--- src/rtl/io_input_port.sv ---
// io_input_port: answers the processor's IN request. It waits for a debounced
// press of the active-low insert button, then captures the 18 switches as a
// signed 32-bit value and issues a single-cycle input_ready pulse.
module io_input_port #(
  parameter int DEBOUNCE_CYCLES = 16,
  parameter int CNT_W           = 20
) (
  input  logic        CLK,
  input  logic        reset,
  input  logic        input_flag,
  input  logic        halt,
  input  logic        insert,
  input  logic [17:0] SW,
  output logic [31:0] user_input,
  output logic        input_ready,
  output logic        waiting
);

  localparam logic [2:0] ST_IDLE    = 3'd0;
  localparam logic [2:0] ST_WAIT_UP = 3'd1;
  localparam logic [2:0] ST_ARM     = 3'd2;
  localparam logic [2:0] ST_ACK     = 3'd3;
  localparam logic [2:0] ST_HOLD    = 3'd4;

  localparam logic [CNT_W-1:0] CNT_MAX = CNT_W'(DEBOUNCE_CYCLES - 1);
  localparam logic [CNT_W-1:0] CNT_ONE = CNT_W'(1);

  // Synchronizer as a 2-deep shift register; sync_q[1] is btn_s (1 = pressed).
  logic [1:0]       sync_q, sync_d;
  logic             btn_s;

  // Debounced level, its one-cycle-delayed copy, and the stability counter.
  logic             db_q, db_d;
  logic             db_dly_q, db_dly_d;
  logic [CNT_W-1:0] cnt_q, cnt_d;
  logic             press;

  // FSM and registered outputs.
  logic [2:0]       state_q, state_d;
  logic [31:0]      user_input_q, user_input_d;
  logic             input_ready_q, input_ready_d;
  logic             waiting_q, waiting_d;

  logic             abort;
  logic [31:0]      mag;
  logic [31:0]      captured;

  assign btn_s = sync_q[1];

  // Shift the inverted raw button into the synchronizer chain.
  always_comb begin
    sync_d = {sync_q[0], ~insert};
  end

  // Accept a new button level only after it has differed for DEBOUNCE_CYCLES
  // consecutive cycles; any agreement restarts the count.
  always_comb begin
    db_d     = db_q;
    cnt_d    = cnt_q;
    db_dly_d = db_q;
    if (btn_s == db_q) begin
      cnt_d = '0;
    end else if (cnt_q == CNT_MAX) begin
      db_d  = btn_s;
      cnt_d = '0;
    end else begin
      cnt_d = cnt_q + CNT_ONE;
    end
  end

  assign press = db_q & ~db_dly_q;

  // Sign-magnitude switches to two's complement; -0 naturally folds to 0.
  assign mag      = {15'd0, SW[16:0]};
  assign captured = SW[17] ? ((~mag) + 32'd1) : mag;

  // Losing the request or a halt cancels a wait, even if a press lands the
  // same cycle.
  assign abort = ~input_flag | halt;

  // Request handshake: a button still held from the last request must be
  // released before it can be accepted, and only one pulse is issued per
  // input_flag assertion (HOLD waits for the flag to drop).
  always_comb begin
    state_d       = state_q;
    user_input_d  = user_input_q;
    input_ready_d = 1'b0;
    case (state_q)
      ST_IDLE: begin
        if (input_flag && !halt) state_d = db_q ? ST_WAIT_UP : ST_ARM;
      end
      ST_WAIT_UP: begin
        if (abort)      state_d = ST_IDLE;
        else if (!db_q) state_d = ST_ARM;
      end
      ST_ARM: begin
        if (abort) begin
          state_d = ST_IDLE;
        end else if (press) begin
          state_d       = ST_ACK;
          user_input_d  = captured;
          input_ready_d = 1'b1;
        end
      end
      ST_ACK: begin
        state_d = ST_HOLD;
      end
      ST_HOLD: begin
        if (!input_flag) state_d = ST_IDLE;
      end
      default: begin
        state_d = ST_IDLE;
      end
    endcase
    waiting_d = (state_d == ST_WAIT_UP) || (state_d == ST_ARM);
  end

  // All state updates with synchronous active-high reset.
  always_ff @(posedge CLK) begin
    if (reset) begin
      sync_q        <= '0;
      db_q          <= 1'b0;
      db_dly_q      <= 1'b0;
      cnt_q         <= '0;
      state_q       <= ST_IDLE;
      user_input_q  <= '0;
      input_ready_q <= 1'b0;
      waiting_q     <= 1'b0;
    end else begin
      sync_q        <= sync_d;
      db_q          <= db_d;
      db_dly_q      <= db_dly_d;
      cnt_q         <= cnt_d;
      state_q       <= state_d;
      user_input_q  <= user_input_d;
      input_ready_q <= input_ready_d;
      waiting_q     <= waiting_d;
    end
  end

  assign user_input  = user_input_q;
  assign input_ready = input_ready_q;
  assign waiting     = waiting_q;

endmodule

--- config.mk ---
export PLATFORM = sky130hd
export DESIGN_NAME = io_input_port
export DESIGN_NICKNAME = d
export VERILOG_FILES = /design/src/rtl/io_input_port.sv
export SDC_FILE = /design/constraint.sdc
export NUM_CORES = 1
export LEC_CHECK = 0
export ABC_AREA = 0
export ABC_CLOCK_PERIOD_IN_PS = 4400
export BUFFER_PORTS_ARGS = -buffer_cell sky130_fd_sc_hd__buf_4
export CAP_MARGIN = 40
export CORE_ASPECT_RATIO = 1.1
export CORE_UTILIZATION = 30
export CTS_CLUSTER_DIAMETER = 30
export DETAILED_ROUTE_END_ITERATION = 10
export GPL_TIMING_DRIVEN = 0
export PLACE_DENSITY_LB_ADDON = 0.1
export SLEW_MARGIN = 20
export SYNTH_ARGS = -nofsm -noshare
export SYNTH_HDL_FRONTEND = slang
export SYNTH_SLANG_ARGS = --single-unit
--- constraint.sdc ---
create_clock -name CLK -period 4.4 [get_ports CLK]
set_clock_uncertainty 0.15 [all_clocks]
set_input_delay 0.88 -clock CLK [delete_from_list [all_inputs] [get_ports CLK]]
set_output_delay 0.88 -clock CLK [all_outputs]
set_load 0.01 [all_outputs]
==> results.md <==
- Syn Inst Count: 295
- Clk slew on worst S/H paths: 80 ps
- Setup TNS: 0 ps
- Worst R2R Start: state_q[2]
- Crit-path cells: buf_4, inv_1, ha_1, or4b_4, nor4b_4, nand2b_1, xor2_1, a21oi_1
- Final max-slew violation count: 0
- Unrepaired setup endpoints after global routing: false
- Final WL: 5900 um
- Finished Layout Cells: 478
- Antenna-violating nets left: 0
- Pwr Density: 332 nW/um2
- Placer congestion estimate: 0.774
- Starting Density: 31.1%
- Buffers on Ports: 56
- Final worst path period need: 2450 ps
- Commonest register cell after synthesis: dfxtp_1
- Max frequency: 408 MHz
- Largest cells by area after synthesis: dfxtp_1 47%, nor2_1 8.2%, xnor2_1 6.0%
- Final hold viol count: 0
- Proportion of synthesized chip area in sequential cells: 46.5%
- Area delta synth->final: 28.9%
- Hold path cells: 1
- Slew headroom: 65.9%
- FF-to-FF End: user_input[31]
- R2R setup slack: 2420 ps
- Run status: finished, final reports clean
- CTS Sinks: 61
- Initial DRT Pass Iterations: 4
- Yosys top cell area share: 46.5%
- Critical path data arrival time: 2510 ps
- Vias per cell: 4.58
- DR vias: 2188
- Pin count of the biggest net entering global routing: 13
- Vias in the first global route: 2089
- Critical Path Max Stage Delay: 530 ps
- Dpl cells: 462
- Max Fanout on Critical Path: 5
- Ys async rst share: 0%
- Hold slack: 304 ps
- CP endpoint kind: register
- Mean routed wirelength per cell: 12.3 um
- EDFF count, synth: 0
- Hold path start: sync_q[0]
- Antenna violations before repair: 0
- CP Data Required Time: 4460 ps
- Synth Register Bits: 61
- Clock Latency Late Sink: 340 ps
- First-pass GRT wire length: 10100 um
- Biggest area consumer among synthesized cells: dfxtp_1
- Initial drt markers: 70
- Die Ht: 100 um
- Synth Cell Area: 2630 um2
- Cts hold-fix bufs: 0
- IO Pins: 57
- Number of diodes: 0
- Slowest-stage cell, CP: or4b_4
- DP Worst Slack: 1560 ps
- Hold crit path type: register to register
- Crit start category: primary input
- Maximum root-to-sink buffer count: 2
- CTS Buf Count: 9
- Final Util: 40.0%
- Congestion Overflow GR: 0
- Die width: 91.2 um
- Setup WS post-layout: 1950 ps
- Die ar.: 9130 um2
- Period Utilization, post-route: 55.7%
- Total GRT Usage: 14.1%
- YS warnings: 0
- Root buffer cell: clkbuf_8
- Core Box Area: 8450 um2
- Kind of critical path: primary input to register
- Post-CTS setup buffer count: 0
- Worst reg2reg path depth: 5
- Cts repair resizes: 0
- P_leak: 1.32 nW
- Avg Synthesized Cell Area: 8.90 um2
- DP Wirelength: 4270 um
- Final nets: 387
- Number of placement rows: 35
- MaxCap Viol Count: 0
- Final setup viols: 0
- Syn nets: 320
- Fillers: 873
- TritonCTS clock tree: yes
- Share of cells above drive strength 1: 24.5%
- Worst-Margin Slew: 510 ps
- # H-tree levels: 3
- Hold worst-path end: sync_q[1]
- DRC Markers: 0
- Synth cell types: 41
- IR drop worst, VDD: 0.000227 V
==> power breakdown <==
part | switching (W) | internal [W] | total [W]
Clock | 0.000243 | 0.000263 | 0.000506
Sequential | 0.00000103 | 0.000553 | 0.000555
Combinational | 0.0000340 | 0.0000290 | 0.0000630
Total | 0.000278 | 0.000846 | 0.00112
==> layer usage <==
layer  vias to the layer above  global-route usage, %  wire, um
met5                         -                      0         0
met4                         0                   5.49        88
met3                         8                   5.61       359
met2                        42                   22.7      2730
met1                       991                   16.9      2720
li1                       1147                      -         -
==> cell families (layout without fill, tap and decap cells) <==
group,Yosys count,in the layout,share of synthesized area [%]
xor gates and xnor gates,34,34,11.3
and+or+nand+nor,115,115,22.2
muxes,2,2,0.763
adders and majority gates,2,2,0.953
DFF,61,61,46.5
buffers and inverters,22,94,4.10
AOI/OAI and AO/OA,59,59,14.1
==> flip-flops by register name, summed over array words and instances (netlist names) <==
name and count:
user_input 32, cnt_q 20, state_q 3, sync_q 2
db_dly_d 1, db_dly_q 1, input_ready 1, waiting 1
==> worst max-delay path: cells and delay by family <==
family          cells  cell delay [ps]
compound gates      1               90
simple gates        3             1010
buf+inv             2              190
fa+ha+maj           1              170
xor+xnor            1              160
==> cell usage after synthesis, drive strengths merged (3+ instances only) <==
cell type   n
nor3        7
o21ai      15
nor2       57
inv         8
nand2      13
a21oi      30
xor2       16
buf         9
nand3       9
dfxtp      61
nand4       3
nor4        3
or4         5
o41ai       4
o31ai       3
a211oi      5
clkbuf      5
xnor2      18
nor2b       5
==> area by class of cell <==
type | instances | area [um2] | share of cell area, %
sequential | 61 | 1220 | 36.1
buffer | 14 | 77.6 | 2.29
tap | 111 | 139 | 4.11
timing repair buffer | 56 | 420 | 12.4
multi-input combinational | 212 | 1300 | 38.3
clock buffer | 9 | 124 | 3.66
inverter | 8 | 30.0 | 0.888
clock inverter | 7 | 75.1 | 2.22
==> per-stage QoR <==
step	cell area, um2	power (W)
6_report	3380	0.00112
5_1_grt	3380	0.00117
4_1_cts	3380	0.00114
3_5_place_dp	3180	0.000631
3_3_place_gp	3180	0.000631
2_1_floorplan	2630	0.000599
==> cell usage in the layout, fill, tap and decap left out, types with 3 or more instances in the layout <==
master      instances
dfxtp_1            61
buf_4              59
nor2_1             57
a21oi_1            30
xnor2_1            18
xor2_1             16
o21ai_0            15
nand2_1            13
nand3_1             9
clkbuf_8            9
inv_1               8
nor3_1              6
clkbuf_1            5
nor2b_1             5
buf_2               5
a211oi_1            5
or4_1               4
nand4_1             3
o31ai_1             3
clkinvlp_4          3
==> worst max path at each step <==
stage          depth (start not counted)  slack, ps   from             end
6_report                               8       1950  SW[0]  user_input[12]
5_1_grt                                8       1810  SW[0]  user_input[12]
4_1_cts                                8       1930  SW[0]  user_input[12]
3_5_place_dp                           8       1560  SW[0]  user_input[12]
3_3_place_gp                           8       1530  SW[0]  user_input[12]
2_1_floorplan                          7       1890  SW[0]  user_input[12]
Note: power is estimated with default switching activity, not from simulation.
